===== src/rtl/piso.sv =====
// piso: parallel-in serial-out shifter with valid/ready load and per-symbol enable
module piso #(
  parameter int SIZE_DATA_IN  = 8,
  parameter int SIZE_DATA_OUT = 1,
  parameter int MSB_FIRST     = 1
) (
  input  logic                     i_clk,
  input  logic                     i_rst_n,
  input  logic                     i_valid,
  input  logic [SIZE_DATA_IN-1:0]  i_data,
  output logic                     o_ready,
  input  logic                     i_en,
  output logic [SIZE_DATA_OUT-1:0] o_data,
  output logic                     o_valid,
  output logic                     o_last,
  output logic                     o_done
);
  localparam int NUM_SHIFT = SIZE_DATA_IN / SIZE_DATA_OUT;
  localparam int CNT_W = NUM_SHIFT > 1 ? $clog2(NUM_SHIFT) : 1;
  localparam logic [CNT_W-1:0] LAST = CNT_W'(NUM_SHIFT - 1);
  typedef enum logic {IDLE, SHIFT} state_t;
  state_t state, state_nxt;
  logic [NUM_SHIFT-1:0][SIZE_DATA_OUT-1:0] word;
  logic [CNT_W-1:0] cnt, idx;
  logic shift, last, consume, accept;
  always_comb begin
    shift = state == SHIFT;
    last = shift && cnt == LAST;
    consume = last && i_en;
    o_ready = !shift || consume;
    accept = i_valid && o_ready;
    idx = MSB_FIRST != 0 ? LAST - cnt : cnt;
    o_valid = shift;
    o_last = last;
    o_data = shift ? word[idx] : '0;
    state_nxt = accept ? SHIFT : consume ? IDLE : state;
  end
  always_ff @(posedge i_clk or negedge i_rst_n)
    if (!i_rst_n) state <= IDLE;
    else state <= state_nxt;
  // the counter reloads to 0 on accept or word end, so it never passes LAST
  always_ff @(posedge i_clk or negedge i_rst_n)
    if (!i_rst_n) begin
      word <= '0;
      cnt <= '0;
      o_done <= 1'b0;
    end else begin
      o_done <= consume;
      if (accept) begin
        word <= i_data;
        cnt <= '0;
      end else if (consume) cnt <= '0;
      else if (shift && i_en) cnt <= cnt + CNT_W'(1);
    end
endmodule


===== config.mk =====
export PLATFORM = sky130hd
export DESIGN_NAME = piso
export DESIGN_NICKNAME = d
export VERILOG_FILES = /design/src/rtl/piso.sv
export SDC_FILE = /design/constraint.sdc
export NUM_CORES = 1
export LEC_CHECK = 0
export BUFFER_PORTS_ARGS = -buffer_cell sky130_fd_sc_hd__buf_4
export CELL_PAD_IN_SITES_DETAIL_PLACEMENT = 1
export CELL_PAD_IN_SITES_GLOBAL_PLACEMENT = 1
export CORE_MARGIN = 3
export CORE_UTILIZATION = 39
export CTS_CLUSTER_DIAMETER = 50
export CTS_CLUSTER_SIZE = 25
export DETAILED_ROUTE_END_ITERATION = 16
export GPL_TIMING_DRIVEN = 0
export PLACE_DENSITY_LB_ADDON = 0.1
export SLEW_MARGIN = 20
export SYNTH_ARGS = -nofsm -noshare
export SYNTH_HDL_FRONTEND = slang
export SYNTH_SLANG_ARGS = --single-unit

===== constraint.sdc =====
create_clock -name i_clk -period 2.45 [get_ports i_clk]
set_clock_uncertainty 0.1 [all_clocks]
set_input_delay 0.3675 -clock i_clk [delete_from_list [all_inputs] [get_ports i_clk]]
set_output_delay 0.3675 -clock i_clk [all_outputs]
set_load 0.005 [all_outputs]

==> flow_summary.ini, run 1 <==
[route]
antenna_violating_nets_post_route = 0
detail_route.wl_per_cell_um = 14.3
drt-vias-per-instance = 5.33
detailedRoute.firstPassIterationCount = 4
dr.first_iter.drc_count = 4
total_number_of_vias = 442
wirelength_um = 1180
drt_drc_violations_left = 0

[hold_path]
holdCritPathClass = input pin to flop
hold-path-cell-count = 2

[yosys]
seq_area_frac_synth = 0.508
syn_nets = 60
syn_avg_cell_area_um2 = 13.9
syn_inst = 46
synth_cell_type_count = 20
synth_register_bits = 13
mappedNetlistArea_um2 = 641
yosys_warnings = 0

[placed_design]
preCtsSetupSlack_ns = 0.613
io_buffer_count = 16
post_detailed_placement_cell_area_um2 = 781
gp_congestion = 0.711

[clock_tree]
cts.root.buffer_cell = sky130_fd_sc_hd__clkbuf_4
clk_pin_slew_ns = 0.08
insertion_delay_ns = 0.27
cts_setup_buffers = 0
tritoncts.num_buffers = 3
cts_max_level = 1
postCtsResizedCells = 0
tritoncts = yes
cts.hold.buffers_added = 1
max-clock-path-buffers = 2
clock_sink_count = 13

[finish]
final_common_cell = sky130_fd_sc_hd__buf_4
layout.filler_cells = 155
synthToLayoutAreaGrowth_pct = 27.5
design.final.nets = 82
layout_common_cells = sky130_fd_sc_hd__buf_4 (16), sky130_fd_sc_hd__dfrtp_1 (13), sky130_fd_sc_hd__mux2_2 (10)
antennaDiodeCount = 0
final_layout_size_suffix_gt1_frac = 0.493
final_area_um2 = 817

[outcome]
run_status = finished clean

[global_routing]
vias_in_the_first_global_route = 441
wire_length_of_the_first_global_routing_pass_um = 1900
groute.usage.overall = 0.125
grt_overflow_total = 0
maximum_number_of_pins_on_one_net_before_global_route_repair = 14
grt_antenna_before_repair = 0

[floorplan]
die_area_um2 = 2170
initial_utilization = 0.420
fp.coreArea_um2 = 1520
chipWidth_um = 46.5
io_pins = 17
rows = 14
die_height_um = 46.5

[worst_setup_path]
cp_cell_sequence = mux4_1 -> nor2_1 -> a311oi_1 -> buf_4
critical_path.startpoint_type = flop
critPathKind = flop to primary output
worst_path_max_delay_cell = sky130_fd_sc_hd__mux4_1
timing.critical_path.slowest_cell_delay_ns = 0.57
critical_path_fanouts_max = 6
crit_required_ns = 1.98
cp.arrival_ns = 1.60
worstRegToRegCells = 5
setup.worst_path.end_class = primary output

[pwr]
max-vdd-ir-drop_uv = 533
power-per-cell-area_nw_per_um2 = 1030
total_power_mw = 0.845
lkg_pwr_nw = 0.398

[sta]
post-route-min-period_ns = 2.07
setup_ws_ns = 0.380
hold_violations = 0
totalNegativeSetupSlack_ns = 0
peak_clock_frequency_supported_by_timing_mhz = 483
worst_slew_pin_tran_ns = 0.260
slew-limit-headroom = 0.825
finalHoldWorstSlack_ns = 0.222
final_max_slew_viol_count = 0
rsz0062_at_grt = no
layout_worst_path_cycle_share = 0.845
final-setup-viol-count = 0

[run]
timing.max_cap.violations = 0
## metrics by stage
step,utilization,cells
after detailed placement,0.512,78
after global routing,0.536,83
final,0.536,83
after floorplan,-,46
after global placement,0.512,78
after CTS,0.536,83
## area by class of cell
cell class,instances,area (µm²),share of cell area
multi-input combinational,31,308,0.377
clock buffer,4,26.3,0.0322
sequential,13,325,0.398
timing repair buffer,17,130,0.159
tap,16,20.0,0.0245
inverter,2,7.51,0.00919
## cells by family after synthesis
family	Yosys count	share of synthesized area
simple gates	8	0.0879
flops	13	0.508
compound gates	9	0.121
fa+ha+maj	2	0.0391
mux	12	0.232
buf+inv	2	0.0117
## worst max-delay path: cells and delay by family (launching register included)
family | cells | cell delay [ns]
flops | 1 | 0.45
simple gates | 1 | 0.10
mux | 1 | 0.57
buf+inv | 1 | 0.15
compound gates | 1 | 0.06
## cell usage after synthesis
| master | n | area [µm²] |
|---|---|---|
| sky130_fd_sc_hd__mux4_1 | 1 | 26.3 |
| sky130_fd_sc_hd__ha_1 | 2 | 25.0 |
| sky130_fd_sc_hd__and2_1 | 1 | 6.26 |
| sky130_fd_sc_hd__o21ai_0 | 2 | 10.0 |
| sky130_fd_sc_hd__a311oi_1 | 1 | 8.76 |
| sky130_fd_sc_hd__mux2_2 | 10 | 113 |
| sky130_fd_sc_hd__a22o_2 | 1 | 10.0 |
| sky130_fd_sc_hd__a22o_1 | 2 | 17.5 |
| sky130_fd_sc_hd__or2b_1 | 1 | 7.51 |
| sky130_fd_sc_hd__dfrtp_1 | 13 | 325 |
| sky130_fd_sc_hd__nor2_1 | 2 | 7.51 |
| sky130_fd_sc_hd__nand3b_1 | 1 | 7.51 |
| sky130_fd_sc_hd__nand2_4 | 1 | 11.3 |
| sky130_fd_sc_hd__mux2i_1 | 1 | 10.0 |
| sky130_fd_sc_hd__a21boi_0 | 1 | 7.51 |
| sky130_fd_sc_hd__inv_1 | 2 | 7.51 |
| sky130_fd_sc_hd__a21bo_4 | 1 | 16.3 |
| sky130_fd_sc_hd__or3b_1 | 1 | 8.76 |
| sky130_fd_sc_hd__and3_2 | 1 | 7.51 |
| sky130_fd_sc_hd__o31ai_1 | 1 | 7.51 |
## routing by layer
layer  GRT usage  part of all wire
met1       0.162              0.44
met2       0.201              0.50
met3      0.0469             0.067
met4      0.0170                 0
met5           0                 0
## power by group
group	internal (mW)	switching, mW
clock network	0.0630	0.0681
logic	0.224	0.112
registers	0.306	0.0714
## final timing paths
check	startpoint	to	slack, ns
worst max-delay path	cnt[1]	o_data	0.38
worst max register to register	cnt[1]	word[5]	0.62
min in group asynchronous	i_rst_n	o_done	0.37
worst min-delay path	i_data[7]	word[7]	0.22
max in group asynchronous	i_rst_n	word[1]	1.72
worst min register to register	word[3]	word[3]	0.41
## state kept, by name, summed over array words and instances, names as in the netlist
| signal | count |
|---|---|
| word | 8 |
| o_done | 1 |
| cnt | 3 |
| o_valid | 1 |
No activity file was read; power rests on OpenSTA's default activity.
==> run 2, diff against run 1 <==
- ABC_AREA: not set -> 1
- CORE_UTILIZATION: 39 -> 35
- clock period: 2.45 -> 2.15 ns (I/O delays scaled with it)
==> run 2 against run 1 <==
Critical path depth grew 2. Area after synthesis is 5.5% higher. Die area rose by 15%. Non-clock buffer count up 1. Setup slack worse by 0.28 ns. Core utilization fell by 5.5 points. Count of clock-buffer cells in the layout is the same. Global-route usage up 2.9 points. Register-to-register slack got worse by 0.04 ns. Sequential share of layout area decreased by 1.7 points. Largest power group unchanged.
==> flow_summary.ini, run 2 <==
[worst_setup_path]
cp.arrival_ns = 1.63
cp_cell_sequence = ha_1 -> ha_1 -> nand2_2 -> nand2_2 -> buf_6 -> buf_4
crit_required_ns = 1.73
worst_path_max_delay_cell = sky130_fd_sc_hd__dfrtp_2
critical_path.startpoint_type = flop
timing.critical_path.slowest_cell_delay_ns = 0.46
critPathKind = flop to primary output
setup.worst_path.end_class = primary output
critical_path_fanouts_max = 10

[clock_tree]
clock_sink_count = 13
cts_max_level = 1
tritoncts = yes
max-clock-path-buffers = 2
clk_pin_slew_ns = 0.09
insertion_delay_ns = 0.28
tritoncts.num_buffers = 3
cts.root.buffer_cell = sky130_fd_sc_hd__clkbuf_4

[floorplan]
fp.coreArea_um2 = 1780
die_area_um2 = 2490
rows = 15
chipWidth_um = 49.9
die_height_um = 49.9
initial_utilization = 0.379
io_pins = 17

[sta]
peak_clock_frequency_supported_by_timing_mhz = 488
worst_slew_pin_tran_ns = 0.223
final-setup-viol-count = 0
rsz0062_at_grt = no
hold_violations = 0
totalNegativeSetupSlack_ns = 0
layout_worst_path_cycle_share = 0.954
final_max_slew_viol_count = 0
post-route-min-period_ns = 2.05
slew-limit-headroom = 0.851

[route]
detailedRoute.firstPassIterationCount = 4
detail_route.wl_per_cell_um = 11.8
wirelength_um = 1600
drt_drc_violations_left = 0
antenna_violating_nets_post_route = 0
drt-vias-per-instance = 4.57
total_number_of_vias = 617
dr.first_iter.drc_count = 5

[yosys]
syn_avg_cell_area_um2 = 7.51
syn_inst = 90
mappedNetlistArea_um2 = 676
yosys_warnings = 0
synthDominantCellAreaShare = 0.481
synth_register_bits = 13
seq_area_frac_synth = 0.481
ys_top_cells_by_count = sky130_fd_sc_hd__nand2_1 (35), sky130_fd_sc_hd__nand3_1 (16), sky130_fd_sc_hd__dfrtp_1 (13), sky130_fd_sc_hd__inv_1 (13), sky130_fd_sc_hd__nand2_2 (4)
asyncSetResetFlopFracSynth = 1.00
synth_edf_count = 0
synth_cell_type_count = 12
ys_top_cells_by_area = sky130_fd_sc_hd__dfrtp_1 (48%), sky130_fd_sc_hd__nand2_1 (19%), sky130_fd_sc_hd__nand3_1 (12%), sky130_fd_sc_hd__inv_1 (7.2%), sky130_fd_sc_hd__ha_1 (3.7%)
ys_dominant_reg_cell = sky130_fd_sc_hd__dfrtp_1
synth_top_cell_by_area = sky130_fd_sc_hd__dfrtp_1
synth_most_common_cell = sky130_fd_sc_hd__nand2_1
syn_nets = 104

[finish]
finish.utilization = 0.481
final_layout_size_suffix_gt1_frac = 0.236
final_common_cell = sky130_fd_sc_hd__nand2_1
design.final.nets = 125
antennaDiodeCount = 0
number_of_flip_flops_under_the_largest_register_name = 8
layout.filler_cells = 233
seq_area_um2 = 327
largestRegisters = word x8, cnt x3
largest_register = word
synthToLayoutAreaGrowth_pct = 26.9
layout_common_cells = sky130_fd_sc_hd__nand2_1 (35), sky130_fd_sc_hd__nand3_1 (16), sky130_fd_sc_hd__buf_4 (16)
multi_input_area_um2 = 279

[global_routing]
vias_in_the_first_global_route = 638
groute.usage.overall = 0.154
maximum_number_of_pins_on_one_net_before_global_route_repair = 14
grt_overflow_total = 0
wire_length_of_the_first_global_routing_pass_um = 2860
grt_antenna_before_repair = 0

[pwr]
total_power_mw = 1.02
power-per-cell-area_nw_per_um2 = 1190
lkg_pwr_nw = 0.510
max-vdd-ir-drop_uv = 575

[placed_design]
final_hpwl_dp_um = 1190
gp_congestion = 0.798
io_buffer_count = 15

[outcome]
run_status = finished clean

[run]
timing.max_cap.violations = 0

[hold_path]
holdCritPathClass = input pin to flop
## run 2: repair_timing
action | in CTS | in global routing
setup endpoints to repair | 0 | 1
hold buffers | 1 | 0
gates resized for setup | 0 | 1
buffers inserted | 0 | 0
endpoints found under the hold margin | 13 | 0
## run 2: power by group
group | switching (mW) | internal [mW]
combinational | 0.233 | 0.196
clock | 0.0824 | 0.0719
sequential | 0.0885 | 0.349
## run 2: path summary, 6_finish.rpt
check	start	to	slack, ns	cells after the start
max	cnt[0]	o_ready	0.1	6
min	i_data[0]	word[0]	0.17	3
max reg2reg	cnt[0]	cnt[1]	0.58	7
min reg2reg	word[4]	word[4]	0.38	2
max in group asynchronous	i_rst_n	cnt[0]	1.44	2
min in group asynchronous	i_rst_n	o_done	0.34	2
## run 2: layout make-up
cell class	count	area share
tap	25	0.0365
multi-input combinational	61	0.326
clock buffer	4	0.0307
buffer	2	0.0219
sequential	13	0.381
inverter	14	0.0613
timing repair buffer	16	0.143
## run 2: kinds of logic (layout without fill, tap and decap cells)
kind of cell | after synthesis | count (layout) | synth area share
fa+ha+maj | 2 | 2 | 0.0370
flops | 13 | 13 | 0.481
compound gates | 2 | 2 | 0.0148
buf+inv | 16 | 36 | 0.106
simple gates | 57 | 57 | 0.361
## run 2: worst max-delay path: cells and delay by family, from the launching register on
| family | cells | cell delay [ns] |
|---|---|---|
| and+or+nand+nor | 2 | 0.19 |
| buffers and inverters | 2 | 0.28 |
| DFF | 1 | 0.46 |
| adders and majority gates | 2 | 0.42 |
## run 2: routing by layer
layer	up-vias	part of all wire	global-route usage
met5	-	0	0
li1	317	-	-
met2	11	0.48	0.242
met4	0	0.011	0.0415
met1	285	0.48	0.209
met3	4	0.031	0.0363
## run 2: through the flow
| stage | instance area [µm²] | instances | setup WS (ns) | hold WS, ns |
|---|---|---|---|---|
| after CTS | 856 | 135 | 0.0643 | 0.176 |
| final | 857 | 135 | 0.0988 | 0.172 |
| after global routing | 857 | 135 | 0.0184 | 0.184 |
| after global placement | 820 | 130 | 0.396 | 0.0800 |
| after detailed placement | 820 | 130 | 0.385 | 0.0808 |
| after floorplan | 676 | 90 | 0.636 | -0.0731 |
==> run 3, diff against run 2 <==
- CORE_UTILIZATION: 35 -> 38
- clock period: 2.15 -> 2.5 ns (I/O delays scaled with it)
==> run 3 against run 2 <==
Sequential power down 15%. Die area is 7.0% lower. Register-to-register slack improved by 0.34 ns. Design area is 0.29% lower. Global-route usage rose by 2.3 points. Non-clock buffer count unchanged. Clock power is 14% lower. Sequential share of layout area hardly changed. Combinational power shrank 14%. First-iteration DRC count increased by 140%. Core utilization rose by 5.5 points. Via count increased by 0.65%.
==> flow_summary.ini, run 3 (synthesized netlist as in run 2, its figures left out) <==
[finish]
final_layout_size_suffix_gt1_frac = 0.227
multi_input_area_um2 = 279
layout.filler_cells = 217
final_common_cell = sky130_fd_sc_hd__nand2_1
design.final.nets = 125
finish.utilization = 0.536
number_of_flip_flops_under_the_largest_register_name = 8
layout_common_cells = sky130_fd_sc_hd__nand2_1 (35), sky130_fd_sc_hd__nand3_1 (16), sky130_fd_sc_hd__buf_4 (16)
synthToLayoutAreaGrowth_pct = 26.5
largestRegisters = word x8, cnt x3
largest_register = word
antennaDiodeCount = 0
seq_area_um2 = 325

[pwr]
max-vdd-ir-drop_uv = 420
power-per-cell-area_nw_per_um2 = 1020
total_power_mw = 0.875
lkg_pwr_nw = 0.511

[floorplan]
rows = 14
die_height_um = 48.2
die_area_um2 = 2320
initial_utilization = 0.424
io_pins = 17
fp.coreArea_um2 = 1590
chipWidth_um = 48.2

[placed_design]
final_hpwl_dp_um = 1190
io_buffer_count = 15
gp_congestion = 0.833

[sta]
totalNegativeSetupSlack_ns = 0
peak_clock_frequency_supported_by_timing_mhz = 476
final_max_slew_viol_count = 0
post-route-min-period_ns = 2.10
layout_worst_path_cycle_share = 0.840
hold_violations = 0
slew-limit-headroom = 0.839
worst_slew_pin_tran_ns = 0.241
final-setup-viol-count = 0
rsz0062_at_grt = no

[clock_tree]
cts.root.buffer_cell = sky130_fd_sc_hd__clkbuf_4
clock_sink_count = 13
tritoncts = yes
cts_max_level = 1
clk_pin_slew_ns = 0.08
tritoncts.num_buffers = 3
max-clock-path-buffers = 2
cts_setup_buffers = 0
insertion_delay_ns = 0.27

[worst_setup_path]
worst_path_max_delay_cell = sky130_fd_sc_hd__dfrtp_1
critical_path.startpoint_type = flop
timing.critical_path.slowest_cell_delay_ns = 0.47
regToRegStartpoint = cnt[0]
cp.arrival_ns = 1.63
path_delay_family = flip-flops
critical_path.n_buffers_inverters = 2
crit_required_ns = 2.03
critPathKind = flop to primary output
worstRegToRegCells = 7
setup.reg_to_reg.worst_slack_ns = 0.92
cp_cell_sequence = ha_1 -> ha_1 -> nand2_2 -> nand2_2 -> buf_6 -> buf_4
regToRegEndpoint = cnt[1]
setup.worst_path.end_class = primary output
critical_path_fanouts_max = 10

[hold_path]
hold_path_end = word[4]
hold-path-cell-count = 3
worstHoldStart = i_data[4]
holdCritPathClass = input pin to flop

[route]
detailedRoute.firstPassIterationCount = 2
drt-vias-per-instance = 4.63
met2_wirelength_um = 792
wl_met1_um = 710
detail_route.wl_per_cell_um = 11.7
maxUsedRoutingLayer = met4
dr_wl_met3_um = 64
drt_drc_violations_left = 0
antenna_violating_nets_post_route = 0
total_number_of_vias = 621
wirelength_um = 1570
dr.first_iter.drc_count = 12

[global_routing]
wire_length_of_the_first_global_routing_pass_um = 2800
maximum_number_of_pins_on_one_net_before_global_route_repair = 14
grt_antenna_before_repair = 0
vias_in_the_first_global_route = 664
groute.usage.overall = 0.176
grt_overflow_total = 0

[run]
timing.max_cap.violations = 0

[outcome]
run_status = finished clean
==> run 3: cell count changes in the layout (fill, tap and decap cells not counted) <==
cell	delta
sky130_fd_sc_hd__dfrtp_1	+1
sky130_fd_sc_hd__dfrtp_2	-1
==> run 3: worst max-delay path by stage <==
stage / endpoint / start / slack, ns / depth (start not counted)
after floorplan: o_ready / cnt[0] / 0.93 / 5
after global placement: o_ready / cnt[0] / 0.71 / 6
after detailed placement: o_ready / cnt[0] / 0.69 / 6
after CTS: o_ready / cnt[0] / 0.38 / 6
after global routing: o_ready / cnt[0] / 0.32 / 6
final: o_ready / cnt[0] / 0.40 / 6
==> run 3: worst register-to-register path, delay by kind of cell, from the launching register on <==
kind,cells,cell delay [ns]
simple gates,5,0.52
flops,1,0.47
fa+ha+maj,2,0.44
==> run 3: layout make-up <==
cell class,instances,share of cell area
inverter,14,0.0615
tap,24,0.0351
buffer,2,0.0220
sequential,13,0.381
timing repair buffer,16,0.143
clock buffer,4,0.0307
multi-input combinational,61,0.327
==> run 3: routing by layer <==
metal  track usage  vias up
met2         0.302       10
li1              -      315
met1         0.218      294
met4        0.0484        0
met5             0        -
met3        0.0443        2
==> run 3: through the flow <==
stage          instance area [µm²]  instances  setup WS [ns]  hold WS [ns]
2_1_floorplan                  676         90          0.934       -0.0206
3_3_place_gp                   818        129          0.706         0.129
3_5_place_dp                   818        129          0.693         0.131
4_1_cts                        855        134          0.381         0.223
5_1_grt                        855        134          0.319         0.237
6_report                       855        134          0.399         0.227
==> run 3: repair_timing <==
action / 4_1_cts / 5_1_grt
resized for setup: 0 / 0
hold endpoints to repair: 13 / 0
hold buffers: 1 / 0
==> run 3: report_power, final <==
part	switching [mW]	total, mW	internal (mW)
combinational	0.202	0.370	0.169
clock	0.0708	0.132	0.0617
sequential	0.0744	0.372	0.298
total	0.347	0.875	0.528
